File: config.mk
export PLATFORM = sky130hd
export DESIGN_NAME = ir_carrier_divider_flat
export DESIGN_NICKNAME = d
export VERILOG_FILES = /design/src/rtl/ir_carrier_divider_if.sv /design/src/rtl/ir_carrier_divider.sv /design/src/flat_wrapper.sv
export SDC_FILE = /design/constraint.sdc
export NUM_CORES = 1
export LEC_CHECK = 0
export CAP_MARGIN = 20
export CORE_MARGIN = 2
export CORE_UTILIZATION = 60
export CTS_CLUSTER_DIAMETER = 80
export DETAILED_ROUTE_END_ITERATION = 8
export PLACE_DENSITY_LB_ADDON = 0.25
export SLEW_MARGIN = 20
export SYNTH_ARGS = -nofsm -noshare
export SYNTH_HDL_FRONTEND = slang
export SYNTH_SLANG_ARGS = --single-unit
File: constraint.sdc
create_clock -name clk -period 22 [get_ports clk]
set_clock_uncertainty 0.2 [all_clocks]
set_input_delay 4.4 -clock clk [delete_from_list [all_inputs] [get_ports clk]]
set_output_delay 4.4 -clock clk [all_outputs]
set_load 0.03 [all_outputs]
File: src/rtl/ir_carrier_divider_if.sv
// Config, control and status bundle for the multi-channel IR carrier divider.
interface ir_carrier_divider_if #(
    parameter int unsigned CHANNELS = 2,
    parameter int unsigned DIV_W    = 16,
    parameter int unsigned BURST_W  = 8
);
    logic [CHANNELS-1:0] cfg_we;
    logic [DIV_W-1:0]    cfg_div;
    logic [DIV_W-1:0]    cfg_high;
    logic [BURST_W-1:0]  cfg_burst;
    logic [CHANNELS-1:0] start;
    logic [CHANNELS-1:0] stop;
    logic [CHANNELS-1:0] carrier_out;
    logic [CHANNELS-1:0] period_tick;
    logic [CHANNELS-1:0] busy;
    logic [CHANNELS-1:0] done;

    modport master (
        output cfg_we, cfg_div, cfg_high, cfg_burst, start, stop,
        input  carrier_out, period_tick, busy, done
    );

    modport slave (
        input  cfg_we, cfg_div, cfg_high, cfg_burst, start, stop,
        output carrier_out, period_tick, busy, done
    );
endinterface

File: src/rtl/ir_carrier_divider.sv
// Multi-channel programmable carrier divider: per-channel period/high-time
// generator with shadowed config, continuous or burst operation.
module ir_carrier_divider #(
    parameter int unsigned CHANNELS = 2,
    parameter int unsigned DIV_W    = 16,
    parameter int unsigned BURST_W  = 8
) (
    input logic                clk,
    input logic                reset,
    ir_carrier_divider_if.slave bus
);
    typedef enum logic [1:0] {StIdle, StRun, StStopping} state_e;

    logic [CHANNELS-1:0] carrier_v;
    logic [CHANNELS-1:0] tick_v;
    logic [CHANNELS-1:0] busy_v;
    logic [CHANNELS-1:0] done_v;

    for (genvar c = 0; c < CHANNELS; c++) begin : g_ch
        state_e             state_q, state_d;
        logic [DIV_W-1:0]   cnt_q, cnt_d;
        logic [BURST_W-1:0] per_q, per_d;
        logic [DIV_W-1:0]   div_q, div_d, high_q, high_d;
        logic [BURST_W-1:0] burst_q, burst_d;
        logic [DIV_W-1:0]   sdiv_q, sdiv_d, shigh_q, shigh_d;
        logic [BURST_W-1:0] sburst_q, sburst_d;
        logic               carrier_q, carrier_d;
        logic               tick_q, tick_d;
        logic               busy_q, busy_d;
        logic               done_q, done_d;
        logic               boundary;
        logic               load;
        logic               running;

        // Shadow config capture; a write in a boundary cycle is visible to that boundary's load.
        always_comb begin
            sdiv_d   = sdiv_q;
            shigh_d  = shigh_q;
            sburst_d = sburst_q;
            if (bus.cfg_we[c]) begin
                sdiv_d   = (bus.cfg_div < DIV_W'(2)) ? DIV_W'(2) : bus.cfg_div;
                shigh_d  = bus.cfg_high;
                sburst_d = bus.cfg_burst;
            end
        end

        // Channel FSM, period/burst counting and registered-output next values.
        always_comb begin
            state_d  = state_q;
            cnt_d    = cnt_q;
            per_d    = per_q;
            div_d    = div_q;
            high_d   = high_q;
            burst_d  = burst_q;
            done_d   = 1'b0;
            load     = 1'b0;
            boundary = (cnt_q == div_q - DIV_W'(1));
            unique case (state_q)
                StIdle: begin
                    cnt_d = '0;
                    per_d = '0;
                    load  = 1'b1;
                    // stop wins over a simultaneous start
                    if (bus.start[c] && !bus.stop[c]) begin
                        state_d = StRun;
                    end
                end
                StRun, StStopping: begin
                    if (boundary) begin
                        cnt_d = '0;
                        per_d = per_q + BURST_W'(1);
                        load  = 1'b1;
                        if (state_q == StStopping || bus.stop[c] ||
                            (burst_q != '0 && per_d == burst_q)) begin
                            state_d = StIdle;
                            done_d  = 1'b1;
                        end
                    end else begin
                        cnt_d = cnt_q + DIV_W'(1);
                        if (state_q == StRun && bus.stop[c]) begin
                            state_d = StStopping;
                        end
                    end
                end
                default: state_d = StIdle;
            endcase
            if (load) begin
                div_d   = sdiv_d;
                high_d  = shigh_d;
                burst_d = sburst_d;
            end
            // Outputs registered so they line up with the cnt value they describe.
            running   = (state_d != StIdle);
            carrier_d = running && (cnt_d < high_d);
            tick_d    = running && (cnt_d == div_d - DIV_W'(1));
            busy_d    = running;
        end

        // State and output registers, asynchronous active-high reset.
        always_ff @(posedge clk or posedge reset) begin
            if (reset) begin
                state_q   <= StIdle;
                cnt_q     <= '0;
                per_q     <= '0;
                div_q     <= DIV_W'(2);
                high_q    <= DIV_W'(1);
                burst_q   <= '0;
                sdiv_q    <= DIV_W'(2);
                shigh_q   <= DIV_W'(1);
                sburst_q  <= '0;
                carrier_q <= 1'b0;
                tick_q    <= 1'b0;
                busy_q    <= 1'b0;
                done_q    <= 1'b0;
            end else begin
                state_q   <= state_d;
                cnt_q     <= cnt_d;
                per_q     <= per_d;
                div_q     <= div_d;
                high_q    <= high_d;
                burst_q   <= burst_d;
                sdiv_q    <= sdiv_d;
                shigh_q   <= shigh_d;
                sburst_q  <= sburst_d;
                carrier_q <= carrier_d;
                tick_q    <= tick_d;
                busy_q    <= busy_d;
                done_q    <= done_d;
            end
        end

        assign carrier_v[c] = carrier_q;
        assign tick_v[c]    = tick_q;
        assign busy_v[c]    = busy_q;
        assign done_v[c]    = done_q;
    end

    assign bus.carrier_out = carrier_v;
    assign bus.period_tick = tick_v;
    assign bus.busy        = busy_v;
    assign bus.done        = done_v;
endmodule

File: src/flat_wrapper.sv
// flat-port wrapper written by rule: the top's interface ports become plain ports
module ir_carrier_divider_flat 
#(
    parameter int unsigned CHANNELS = 2,
    parameter int unsigned DIV_W    = 16,
    parameter int unsigned BURST_W  = 8
)
  (clk, reset, bus_cfg_we, bus_cfg_div, bus_cfg_high, bus_cfg_burst, bus_start, bus_stop, bus_carrier_out, bus_period_tick, bus_busy, bus_done);
  ir_carrier_divider_if #(.CHANNELS(CHANNELS), .DIV_W(DIV_W), .BURST_W(BURST_W)) bus_i ();
  input logic clk;
  input logic reset;
  input wire logic [$bits(bus_i.cfg_we)-1:0] bus_cfg_we;
  input wire logic [$bits(bus_i.cfg_div)-1:0] bus_cfg_div;
  input wire logic [$bits(bus_i.cfg_high)-1:0] bus_cfg_high;
  input wire logic [$bits(bus_i.cfg_burst)-1:0] bus_cfg_burst;
  input wire logic [$bits(bus_i.start)-1:0] bus_start;
  input wire logic [$bits(bus_i.stop)-1:0] bus_stop;
  output wire logic [$bits(bus_i.carrier_out)-1:0] bus_carrier_out;
  output wire logic [$bits(bus_i.period_tick)-1:0] bus_period_tick;
  output wire logic [$bits(bus_i.busy)-1:0] bus_busy;
  output wire logic [$bits(bus_i.done)-1:0] bus_done;
  assign bus_i.cfg_we = bus_cfg_we;
  assign bus_i.cfg_div = bus_cfg_div;
  assign bus_i.cfg_high = bus_cfg_high;
  assign bus_i.cfg_burst = bus_cfg_burst;
  assign bus_i.start = bus_start;
  assign bus_i.stop = bus_stop;
  assign bus_carrier_out = bus_i.carrier_out;
  assign bus_period_tick = bus_i.period_tick;
  assign bus_busy = bus_i.busy;
  assign bus_done = bus_i.done;
  ir_carrier_divider #(.CHANNELS(CHANNELS), .DIV_W(DIV_W), .BURST_W(BURST_W)) u_core (.clk(clk), .reset(reset), .bus(bus_i));
endmodule
# Word level (Yosys, flattened, before mapping)
# Index checks and enable logic that the tools add are counted.
# totals
register_bits	220
latchBits	0
ram_bits	0
rom_bits	0
inputBits	48
output_inout_bits	8
elab_cells	116
mem_count	0
# op_classes
n_addsub	8
n_mul	0
div	0
order_cmp	3
n_eq_ne	12
shifts	0
mux	39
bitwise	0
n_reduce_logical	28
# ops
op	n
$mux W16	11
$eq A16 B16 Y1	4
$pmux W16 S2	2
$sub A16 B1 Y16 const B	4
$add A16 B1 Y16 const B	2
$lt A16 B16 Y1	2
$mux W8	4
$pmux W8 S2	2
$add A8 B1 Y8 const B	2
$eq A8 B8 Y1	2
$lt A16 B2 Y1 const B	1
$mux W2	8
$reduce_bool A8 Y1	2
$logic_and A1 B1 Y1	10
$mux W1	8
$pmux W2 S2	2
$reduce_bool A2 Y1	4
$eq A2 B1 Y1 const B	2
$eq A2 B2 Y1 const B	2
$logic_not A2 Y1	2
$logic_or A1 B1 Y1	4
$ne A2 B1 Y1 const B	2
$pmux W1 S2	2
$reduce_and A2 Y1	2
other kinds (2)	4

# Logic depth before layout (Yosys ltp)
# Gate-level depths: netlist of run 1.
# depth
ltp_word	9
ltp_mapped	23
depth_no_buf	19

# Least setup slack after synthesis of run 1
# Ideal clock, no wire load.
# synth_timing
path_kind	input -> register
from	input port bus_cfg_we[1]
to	register u_core.g_ch[1].carrier_q
setup_ps	67
t_arrival_ps	7456
t_required_ps	21733
slack_ps	14277
path_stages	16
path_buffers	4
cell_sequence	clkbuf_1 -> clkbuf_1 -> clkbuf_1 -> buf_1 -> mux2_2 -> mux2i_1 -> ha_1 -> a21o_1 -> a21oi_1 -> nor2b_1 -> o21ai_0 -> nand2b_1 -> a21oi_1 -> nor2b_1 -> o21ai_0 -> o2111a_1
# synth_between
elab_chain_cells	4
# synth_lines
item	line_no	source
start, declared	flat_wrapper.sv:12	input wire logic [$bits(bus_i.cfg_we)-1:0] bus_cfg_we;
$mux W16	ir_carrier_divider.sv:40	if (bus.cfg_we[c]) begin
net u_core.g_ch[1].shigh_d[9]	ir_carrier_divider.sv:25	logic [DIV_W-1:0] sdiv_q, sdiv_d, shigh_q, shigh_d;
$mux W16	ir_carrier_divider.sv:87	if (load) begin
$lt A16 B16 Y1	ir_carrier_divider.sv:94	carrier_d = running && (cnt_d < high_d);
$logic_and A1 B1 Y1	ir_carrier_divider.sv:94	
net u_core.g_ch[1].carrier_d	ir_carrier_divider.sv:27	logic carrier_q, carrier_d;
end signal, assigned	ir_carrier_divider.sv:125	carrier_q <= carrier_d;
end, declared	ir_carrier_divider.sv:27	
# The timed path passes the listed nets, and every way through them passes these cells.
# A chain may end at the register's enable or synchronous reset.

# Worst setup path after layout of run 1
# layout_timing
from	input port bus_cfg_div[15]
to	register u_core.g_ch[1].tick_q
# layout_between
elab_chain_cells	7
# layout_lines
item	line_no	source
start, declared	flat_wrapper.sv:13	input wire logic [$bits(bus_i.cfg_div)-1:0] bus_cfg_div;
$lt A16 B2 Y1	ir_carrier_divider.sv:41	sdiv_d = (bus.cfg_div < DIV_W'(2)) ? DIV_W'(2) : bus.cfg_div;
$mux W16	ir_carrier_divider.sv:41	
$mux W16	ir_carrier_divider.sv:40	
net u_core.g_ch[1].sdiv_d[1]	ir_carrier_divider.sv:25	
$mux W16	ir_carrier_divider.sv:87	
net u_core.g_ch[1].div_d[1]	ir_carrier_divider.sv:23	logic [DIV_W-1:0] div_q, div_d, high_q, high_d;
$sub A16 B1 Y16	ir_carrier_divider.sv:95	tick_d = running && (cnt_d == div_d - DIV_W'(1));
$eq A16 B16 Y1	ir_carrier_divider.sv:95	
$logic_and A1 B1 Y1	ir_carrier_divider.sv:95	
net u_core.g_ch[1].tick_d	ir_carrier_divider.sv:28	logic tick_q, tick_d;
end signal, assigned	ir_carrier_divider.sv:126	tick_q <= tick_d;
end, declared	ir_carrier_divider.sv:28	
# The timed path passes the listed nets, and every way through them passes these cells.

==> results_dict.tcl, run 1 <==
set metrics [dict create \
    run_status "finished, final reports clean" \
    path_max_fanout 5 \
    drt_pass1_iterations 5 \
    syn_avg_cell_area_um2 9.84 \
    die-area_um2 22900 \
    cts_hold_buf 0 \
    clk_latency_ns 0.52 \
    placed_cell_area_um2 13700 \
    grt_max_degree 141 \
    synthToLayoutAreaGrowth_pct 12.2 \
    p_leak_uw 0.00633 \
    core_area_um2 21200 \
    crit_type "in -> reg" \
    ff2ff_path_depth 16 \
    r2r_start "u_core.g_ch[1].div_q[0]$_DFF_PP0_" \
    yosysTopAreaCellShare_pct 40.7 \
    nFillCells 1584 \
    place_congestion 0.905 \
    synth.distinct_cells 75 \
    hold-path-cell-count 2 \
    die_w_um 151 \
    end_kind "flip-flop" \
    min-delay-start "u_core.g_ch[0].shigh_q[11]$_DFF_PP0_" \
    numPortBuffers 55 \
    startpoint "bus_cfg_div[15]" \
    grt_pass1_vias 9886 \
    yosysWarningCount 0 \
    synth_edf_count 0 \
    vias 10024 \
    vdd_ir_drop_max_v 0.0000715 \
    fin_cells 1647 \
    cp.arrival_ns 8.44 \
    final_nets 1447 \
    numCtsBuffers 25 \
    cts.htree.levels 1 \
    fin_ws_ns 13.80 \
    slew_violations 0 \
    first_iter_violations 767 \
    setup_viol 0 \
    cts_tree "done" \
    postRouteWirelength_um 31900 \
    drv_cap 0 \
    max_slew_margin_pct 35.1 \
    path_cells "clkdlybuf4s50_1 > nor4_1 > nand4_1 > nor2b_1 > a21oi_1 > mux2_2 > inv_1 > ha_1 > inv_1 > nor4_1 > mux2_2 > or4_1 > a311o_1 > a211oi_2" \
    syn_inst 1326 \
    clk_path_buf_depth 3 \
    syn-cell-area_um2 13000 \
    async_reset_ff_share_pct 100 \
    synth_most_common_cell "dfrtp_1" \
    netlist_top_cells_area "dfrtp_1 41%, mux2_2 7.3%, mux2i_1 5.5%" \
    initial_core_util_pct 61.7 \
    setup_tns_ns 0 \
    place_inst 1600 \
    cts_setup_buffers 0 \
    hold_violations 0 \
    min_period_ns 8.20 \
    fin_area_um2 14600 \
    min_path_type "reg -> reg" \
    fmax_mhz 122 \
    critPathMaxStageDelay_ns 0.72 \
    viasPerCell 6.09 \
    grt_overflow 0 \
    crit_slowest_cell "nor4_1" \
    netlist_top_cells_count "212 x dfrtp_1, 110 x nand2_1, 96 x inv_1" \
    drive_gt1_share_pct 12.2 \
    clkTransAtPathRegs_ns 0.06 \
    root_buffer "clkbuf_16" \
    path_buf_inv 3 \
    dp_hpwl_um 23000 \
    rsz0062_at_grt "false" \
    synth_seq_cells 220 \
    startpoint_type "input pin" \
    die_h_um 151 \
    final_util_pct 69.2 \
    grt_use_total_pct 28.6 \
    fin_crit_sh_pct 37.3 \
    synth_nets 1420 \
    dp_slack_ns 13.41 \
    synth_ff_type "dfrtp_1" \
    wl_per_cell_um 19.4 \
    clkSinkCount 220 \
    p_per_area_nw_per_um2 125 \
    remaining_drc_errors 0 \
    cpLargestDelayFamily "simple AND/OR/NAND/NOR gates" \
    grt_pass1_wl_um 51600 \
    required_ns 22.24 \
    yosysSeqAreaShare_pct 42.3 \
    drtAntennaViolNets 0 \
    grt_antenna_before_repair 2 \
    path_depth 14 \
    yosysTopAreaCell "dfrtp_1" \
    io_pins 56 \
    post_cts_resized 0 \
    worst_pin_slew_ns 0.973 \
    num_rows 53 \
]
[logic make-up after synthesis]
group                      synth area share [%]
and+or+nand+nor                            15.6
buffers and inverters                      5.01
DFF                                        42.3
muxes                                      13.0
AOI/OAI and AO/OA                          12.4
adders and majority gates                  4.41
xor gates and xnor gates                   7.32
[cell usage in the layout (no fill, tap or decap), drive strengths merged, types with 8 or more instances in the layout]
cell / count
nor2b: 17
clkdlybuf4s50: 53
and3: 14
nand2: 110
xnor2: 78
nand3: 30
nand2b: 15
o31ai: 15
a211oi: 8
dfstp: 8
or3: 12
o211ai: 10
nor4: 21
nor3: 41
a21oi: 38
mux2i: 72
o21ai: 66
dfrtp: 212
a21o: 10
nand3b: 9
nand4: 23
nor2: 69
or4: 12
inv: 96
buf: 12
xor2: 31
a31oi: 11
clkbuf: 34
a22o: 10
o21a: 18
ha: 46
mux2: 86
[worst reg2reg max path, cell delays in order (launching register included)]
cell and delay [ns]:
dfrtp_1 0.48, or4_1 0.72, or4_4 0.55, a2111oi_4 0.38, nand4b_2 0.20, a2111oi_4 0.53, nor2_4 0.03, buf_4 0.36
mux2i_1 0.42, ha_1 0.28, inv_1 0.11, nor4_1 0.21, mux2_2 0.24, nand2_1 0.06, or3_1 0.33, a311o_1 0.37
a211oi_2 0.21
[through the flow]
stage	hold slack (ns)	total power (uW)
2_1_floorplan	0.247	1190
5_1_grt	0.306	1940
3_3_place_gp	0.266	1340
3_5_place_dp	0.266	1370
6_report	0.282	1820
4_1_cts	0.281	1820
[power breakdown]
part | leakage (uW) | internal (uW) | switching, uW
registers | 0.00270 | 509 | 104
clock network | 0.000425 | 274 | 168
logic | 0.00321 | 316 | 452
total | 0.00633 | 1100 | 724
[layout make-up]
type | instances | area, um2 | area share [%]
sequential | 220 | 5520 | 37.7
multi-input combinational | 945 | 6880 | 47.0
timing repair buffer | 65 | 636 | 4.34
inverter | 96 | 368 | 2.51
antenna | 1 | 2.50 | 0.0171
tap | 275 | 344 | 2.35
clock buffer | 34 | 709 | 4.85
clock inverter | 11 | 178 | 1.21
[final timing paths]
check / end / slack, ns
max: u_core.g_ch[1].tick_q$_DFF_PP0_ / 13.80
min: u_core.g_ch[0].shigh_q[11]$_DFF_PP0_ / 0.28
max reg2reg: u_core.g_ch[1].tick_q$_DFF_PP0_ / 16.25
min reg2reg: u_core.g_ch[0].shigh_q[11]$_DFF_PP0_ / 0.28
max in group asynchronous: u_core.g_ch[0].high_q[3]$_DFF_PP0_ / 16.02
min in group asynchronous: u_core.g_ch[1].burst_q[3]$_DFFE_PP0N_ / 4.31
[routing by layer]
metal	vias up	wire length, um	track usage [%]
li1	4743	-	-
met1	4890	14300	41.2
met2	320	14900	46.0
met3	69	1930	3.56
met4	2	772	7.90
met5	-	13	0
[registers in the layout, indices dropped and copies added, names as in the netlist, 4 cells and up]
name and flops:
u_core.g_ch.cnt_q 32, u_core.g_ch.div_q 32, u_core.g_ch.high_q 32, u_core.g_ch.sdiv_q 32, u_core.g_ch.shigh_q 32, u_core.g_ch.burst_q 16
u_core.g_ch.per_q 16, u_core.g_ch.sburst_q 16, u_core.g_ch.state_q 4
(Power assumes the default switching activity.)
==> run 2: changes to the inputs <==
==> constraint.sdc (replaced) <==
create_clock -name clk -period 7.7 [get_ports clk]
set_clock_uncertainty 0.2 [all_clocks]
set_input_delay 1.54 -clock clk [delete_from_list [all_inputs] [get_ports clk]]
set_output_delay 1.54 -clock clk [all_outputs]
set_load 0.03 [all_outputs]
==> results_dict.tcl, run 2 (synthesis gave the netlist of run 1 again) <==
set metrics [dict create \
    placed_cell_area_um2 13700 \
    die_w_um 151 \
    postRouteWirelength_um 31600 \
    die_h_um 151 \
    die-area_um2 22900 \
    startpoint "u_core.g_ch[1].div_q[2]$_DFF_PP0_" \
    cts_hold_buf 0 \
    vias 10006 \
    dp_hpwl_um 23100 \
    mostFrequentLayoutCell "dfrtp_1" \
    clk_latency_ns 0.53 \
    viasPerCell 6.08 \
    end_kind "flip-flop" \
    min_period_ns 5.69 \
    min-delay-start "u_core.g_ch[0].shigh_q[12]$_DFF_PP0_" \
    wl_per_cell_um 19.2 \
    clk_path_buf_depth 3 \
    worst_pin_slew_ns 0.951 \
    vdd_ir_drop_max_v 0.000248 \
    numCtsBuffers 24 \
    root_buffer "clkbuf_16" \
    final_cell_mix "212 x dfrtp_1, 110 x nand2_1, 95 x inv_1" \
    multi_input_area_um2 6880 \
    clkTransAtPathRegs_ns 0.06 \
    slew_violations 0 \
    cts.htree.levels 1 \
    setup_tns_ns 0 \
    hold-path-cell-count 2 \
    r2r-end "u_core.g_ch[1].tick_q$_DFF_PP0_" \
    r2r_start "u_core.g_ch[1].div_q[2]$_DFF_PP0_" \
    p_per_area_nw_per_um2 349 \
    fin_area_um2 14500 \
    drtAntennaViolNets 0 \
    grt_pass1_wl_um 50900 \
    ff2ff_setup_slack_ns 2.01 \
    post_cts_resized 0 \
    cts_setup_buffers 0 \
    crit_type "reg -> reg" \
    place_congestion 0.880 \
    grt_overflow 0 \
    core_area_um2 21200 \
    grt_use_total_pct 28.3 \
    io_pins 56 \
    fmax_mhz 176 \
    final_nets 1447 \
    initial_core_util_pct 61.7 \
    remaining_drc_errors 0 \
    path_buf_inv 3 \
    required_ns 7.94 \
    startpoint_type "flip-flop" \
    synthToLayoutAreaGrowth_pct 11.2 \
    drt_pass1_iterations 5 \
    first_iter_violations 755 \
    num_rows 53 \
    grt_antenna_before_repair 2 \
    setup_viol 0 \
    min_to "u_core.g_ch[0].shigh_q[12]$_DFF_PP0_" \
    cts_tree "done" \
    ff2ff_path_depth 17 \
    grt_max_degree 157 \
    drv_cap 0 \
    grt_pass1_vias 9653 \
    rsz0062_at_grt "false" \
    cpLargestDelayFamily "simple AND/OR/NAND/NOR gates" \
    clkSinkCount 220 \
    path_cells "or4_1 > or4_4 > a2111oi_4 > nand4b_2 > a2111oi_4 > nor2_4 > buf_4 > mux2_2 > inv_1 > ha_1 > inv_1 > nor4_1 > mux2_2 > nand2_1 > or3_1 > a311o_1 > a211oi_2" \
    numPortBuffers 55 \
    path_depth 17 \
    min_path_type "reg -> reg" \
    critPathMaxStageDelay_ns 0.68 \
    drive_gt1_share_pct 11.9 \
    nFillCells 1620 \
    p_leak_uw 0.00627 \
    hold_violations 0 \
    max_slew_margin_pct 36.6 \
    cp.arrival_ns 5.93 \
    crit_slowest_cell "or4_1" \
    run_status "finished, final reports clean" \
    seqCellArea_um2 5520 \
    fin_crit_sh_pct 73.9 \
    path_max_fanout 55 \
]
==> run 2: cell count changes in the layout (fill, tap and decap cells not counted) <==
cell | previous run | this run
clkbuf_1 | 4 | 6
bufinv_16 | 4 | 1
clkinv_2 | 2 | 4
clkinv_8 | 1 | 0
buf_12 | 0 | 1
buf_4 | 9 | 10
clkbuf_8 | 5 | 3
inv_8 | 1 | 0
buf_16 | 1 | 0
==> run 2: how the worst max path moves through the flow <==
stage | end | slack (ns)
floorplan | u_core.g_ch[0].tick_q$_DFF_PP0_ | 2.27
global placement | u_core.g_ch[1].tick_q$_DFF_PP0_ | 2.08
detailed placement | u_core.g_ch[1].tick_q$_DFF_PP0_ | 2.01
CTS | u_core.g_ch[1].tick_q$_DFF_PP0_ | 2.06
global route | u_core.g_ch[1].tick_q$_DFF_PP0_ | 1.77
finish | u_core.g_ch[1].tick_q$_DFF_PP0_ | 2.01
==> run 2: area by class of cell <==
type                       count  share of cell area, %
antenna                        1                 0.0173
clock buffer                  34                   4.75
clock inverter                 8                  0.509
inverter                      96                   2.51
multi-input combinational    945                   47.4
sequential                   220                   38.0
tap                          275                   2.37
timing repair buffer          66                   4.38
==> run 2: report_power, final <==
part | internal, uW | switching (uW) | total [uW]
Sequential | 1460 | 285 | 1740
Clock | 656 | 469 | 1120
Combinational | 901 | 1290 | 2190
Total | 3010 | 2040 | 5060
==> run 2: worst register-to-register path: stages, from the launching register on <==
cell and delay, ns:
dfrtp_1 0.49, or4_1 0.69, or4_4 0.56, a2111oi_4 0.39
nand4b_2 0.18, a2111oi_4 0.43, nor2_4 0.03, buf_4 0.36
mux2_2 0.43, inv_1 0.07, ha_1 0.21, inv_1 0.11
nor4_1 0.23, mux2_2 0.27, nand2_1 0.06, or3_1 0.32
a311o_1 0.36, a211oi_2 0.22
==> run 2: per-stage QoR <==
step / hold slack, ns / power, uW / utilization [%] / worst slack [ns] / cells
after floorplan: 0.247 / 3400 / - / 2.27 / 1326
after global placement: 0.267 / 3830 / 64.9 / 2.08 / 1602
after detailed placement: 0.270 / 3900 / 64.9 / 2.01 / 1602
after CTS: 0.284 / 5050 / 68.6 / 2.06 / 1644
after global routing: 0.307 / 5390 / 68.6 / 1.77 / 1644
final: 0.281 / 5060 / 68.6 / 2.01 / 1645
==> run 2: metal layers <==
layer | global-route usage (%) | wire (um) | vias to the layer above
li1 | - | - | 4737
met1 | 41.1 | 14600 | 4920
met2 | 44.3 | 14200 | 291
met3 | 4.73 | 2010 | 56
met4 | 7.34 | 758 | 2
met5 | 0 | 13 | -
==> run 3: changes to the inputs <==
--- a/config.mk
+++ b/config.mk
@@ -7,7 +7,7 @@
 export LEC_CHECK = 0
 export CAP_MARGIN = 20
 export CORE_MARGIN = 2
-export CORE_UTILIZATION = 60
+export CORE_UTILIZATION = 56
 export CTS_CLUSTER_DIAMETER = 80
 export DETAILED_ROUTE_END_ITERATION = 8
 export PLACE_DENSITY_LB_ADDON = 0.25
==> constraint.sdc (replaced) <==
create_clock -name clk -period 4.7 [get_ports clk]
set_clock_uncertainty 0.2 [all_clocks]
set_input_delay 0.94 -clock clk [delete_from_list [all_inputs] [get_ports clk]]
set_output_delay 0.94 -clock clk [all_outputs]
set_load 0.03 [all_outputs]
==> results_dict.tcl, run 3 (synthesis gave the netlist of run 1 again) <==
set metrics [dict create \
    die_h_um 157 \
    fin_total_pwr_uw 9150 \
    cp-endpoint "u_core.g_ch[1].tick_q$_DFF_PP0_" \
    r2r-end "u_core.g_ch[1].tick_q$_DFF_PP0_" \
    postRouteWirelength_um 33500 \
    clk_latency_ns 0.53 \
    drt_pass1_iterations 6 \
    crit_type "reg -> reg" \
    hold-path-cell-count 2 \
    io_pins 56 \
    mostFrequentLayoutCell "dfrtp_1" \
    cp.arrival_ns 4.85 \
    grt_pass1_wl_um 53400 \
    clk_path_buf_depth 3 \
    grt_overflow 0 \
    ff2ff_path_depth 17 \
    final_cell_mix "212 x dfrtp_1, 107 x nand2_1, 93 x inv_1" \
    fmax_mhz 217 \
    cts_tree "done" \
    min_path_type "reg -> reg" \
    min_period_ns 4.60 \
    fin_area_um2 15500 \
    max_slew_margin_pct 49.5 \
    rsz0062_at_grt "true" \
    placed_cell_area_um2 14400 \
    vias 10525 \
    final_nets 1531 \
    p_per_area_nw_per_um2 590 \
    path_max_fanout 8 \
    grt_pass1_vias 10276 \
    setup_viol 0 \
    cts_hold_buf 0 \
    drv_cap 0 \
    setup_tns_ns 0 \
    drive_gt1_share_pct 19.0 \
    p_leak_uw 0.00681 \
    diodes 0 \
    nFillCells 1775 \
    r2r_start "u_core.g_ch[1].div_q[1]$_DFF_PP1_" \
    slew_violations 0 \
    viasPerCell 5.95 \
    vdd_ir_drop_max_v 0.000354 \
    cts.htree.levels 1 \
    startpoint "u_core.g_ch[1].div_q[1]$_DFF_PP1_" \
    place_congestion 0.927 \
    startpoint_type "flip-flop" \
    synthToLayoutAreaGrowth_pct 18.8 \
    die-area_um2 24500 \
    grt_antenna_before_repair 0 \
    drtAntennaViolNets 0 \
    remaining_drc_errors 0 \
    worst_pin_slew_ns 0.753 \
    die_w_um 157 \
    numCtsBuffers 25 \
    numPortBuffers 55 \
    fin_crit_sh_pct 97.9 \
    clkSinkCount 220 \
    dp_hpwl_um 24800 \
    root_buffer "clkbuf_16" \
    required_ns 4.95 \
    run_status "finished, final reports clean" \
    wl_per_cell_um 18.9 \
    core_area_um2 22800 \
    num_rows 55 \
    initial_core_util_pct 57.3 \
    final_util_pct 68.0 \
    grt_use_total_pct 27.5 \
    clkTransAtPathRegs_ns 0.06 \
    end_kind "flip-flop" \
    grt_max_degree 86 \
    first_iter_violations 889 \
    ff2ff_setup_slack_ns 0.1 \
    hold_violations 0 \
]
-- run 3: cell count changes in the layout (fill, tap and decap cells not counted), moves of 4 or more --
cell	delta
buf_4	+77
clkbuf_1	-4
o21ai_0	-5
bufinv_16	+4
o21ai_1	+5
-- run 3: repair_timing --
item | 4_1_cts | 5_1_grt
setup buffers | 0 | 11
endpoints found under the setup margin | 0 | 4
gates resized for setup | 0 | 22
-- run 3: worst min path at each step --
stage / startpoint / endpoint
floorplan: u_core.g_ch[0].shigh_q[10]$_DFF_PP0_ / u_core.g_ch[0].shigh_q[10]$_DFF_PP0_
global placement: u_core.g_ch[0].sdiv_q[15]$_DFF_PP0_ / u_core.g_ch[0].sdiv_q[15]$_DFF_PP0_
detailed placement: u_core.g_ch[0].sdiv_q[15]$_DFF_PP0_ / u_core.g_ch[0].sdiv_q[15]$_DFF_PP0_
CTS: u_core.g_ch[0].shigh_q[10]$_DFF_PP0_ / u_core.g_ch[0].shigh_q[10]$_DFF_PP0_
global route: u_core.g_ch[0].shigh_q[10]$_DFF_PP0_ / u_core.g_ch[0].shigh_q[10]$_DFF_PP0_
finish: u_core.g_ch[0].shigh_q[10]$_DFF_PP0_ / u_core.g_ch[0].shigh_q[10]$_DFF_PP0_
-- run 3: report_power, final --
part	switching, uW	internal (uW)	total, uW
registers	413	2380	2800
logic	2380	1840	4220
clock network	823	1310	2130
total	3610	5530	9150
-- run 3: area by class of cell --
cell class	count	area [um2]	share of cell area, %
well taps	313	392	2.53
repair buffers	148	1310	8.45
clock buffers	30	674	4.35
clock inverters	15	226	1.46
multi-input cells	946	7020	45.3
inverters	96	367	2.37
flip-flops and latches	220	5520	35.6
-- run 3: worst max-delay path, cell delays in order, from the launching register on --
cell and delay (ns):
dfstp_2 0.40, or4_4 0.55, buf_6 0.15, or4_1 0.48
a21boi_2 0.17, o31ai_2 0.10, a2111oi_4 0.47, nor2_4 0.12
mux2_4 0.33, inv_2 0.07, ha_4 0.14, inv_4 0.04
nor3_2 0.18, mux2_4 0.21, nand2_1 0.05, or3_1 0.31
a311o_1 0.37, a211oi_2 0.17
-- run 3: metrics by stage --
stage          hold slack [ns]  setup slack [ns]  instances
2_1_floorplan            0.247           -0.0977       1326
3_3_place_gp             0.269            0.0735       1710
3_5_place_dp             0.267            0.0161       1710
4_1_cts                  0.293            0.0322       1755
5_1_grt                  0.306           -0.0634       1768
6_report                 0.293            0.0998       1768
-- run 3: metal layers --
| metal | vias up | track usage (%) | wire length (um) |
|---|---|---|---|
| li1 | 4941 | - | - |
| met3 | 61 | 4.35 | 1890 |
| met1 | 5188 | 39.0 | 15400 |
| met2 | 335 | 44.0 | 15300 |
| met4 | 0 | 7.34 | 854 |
| met5 | - | 0 | 0 |
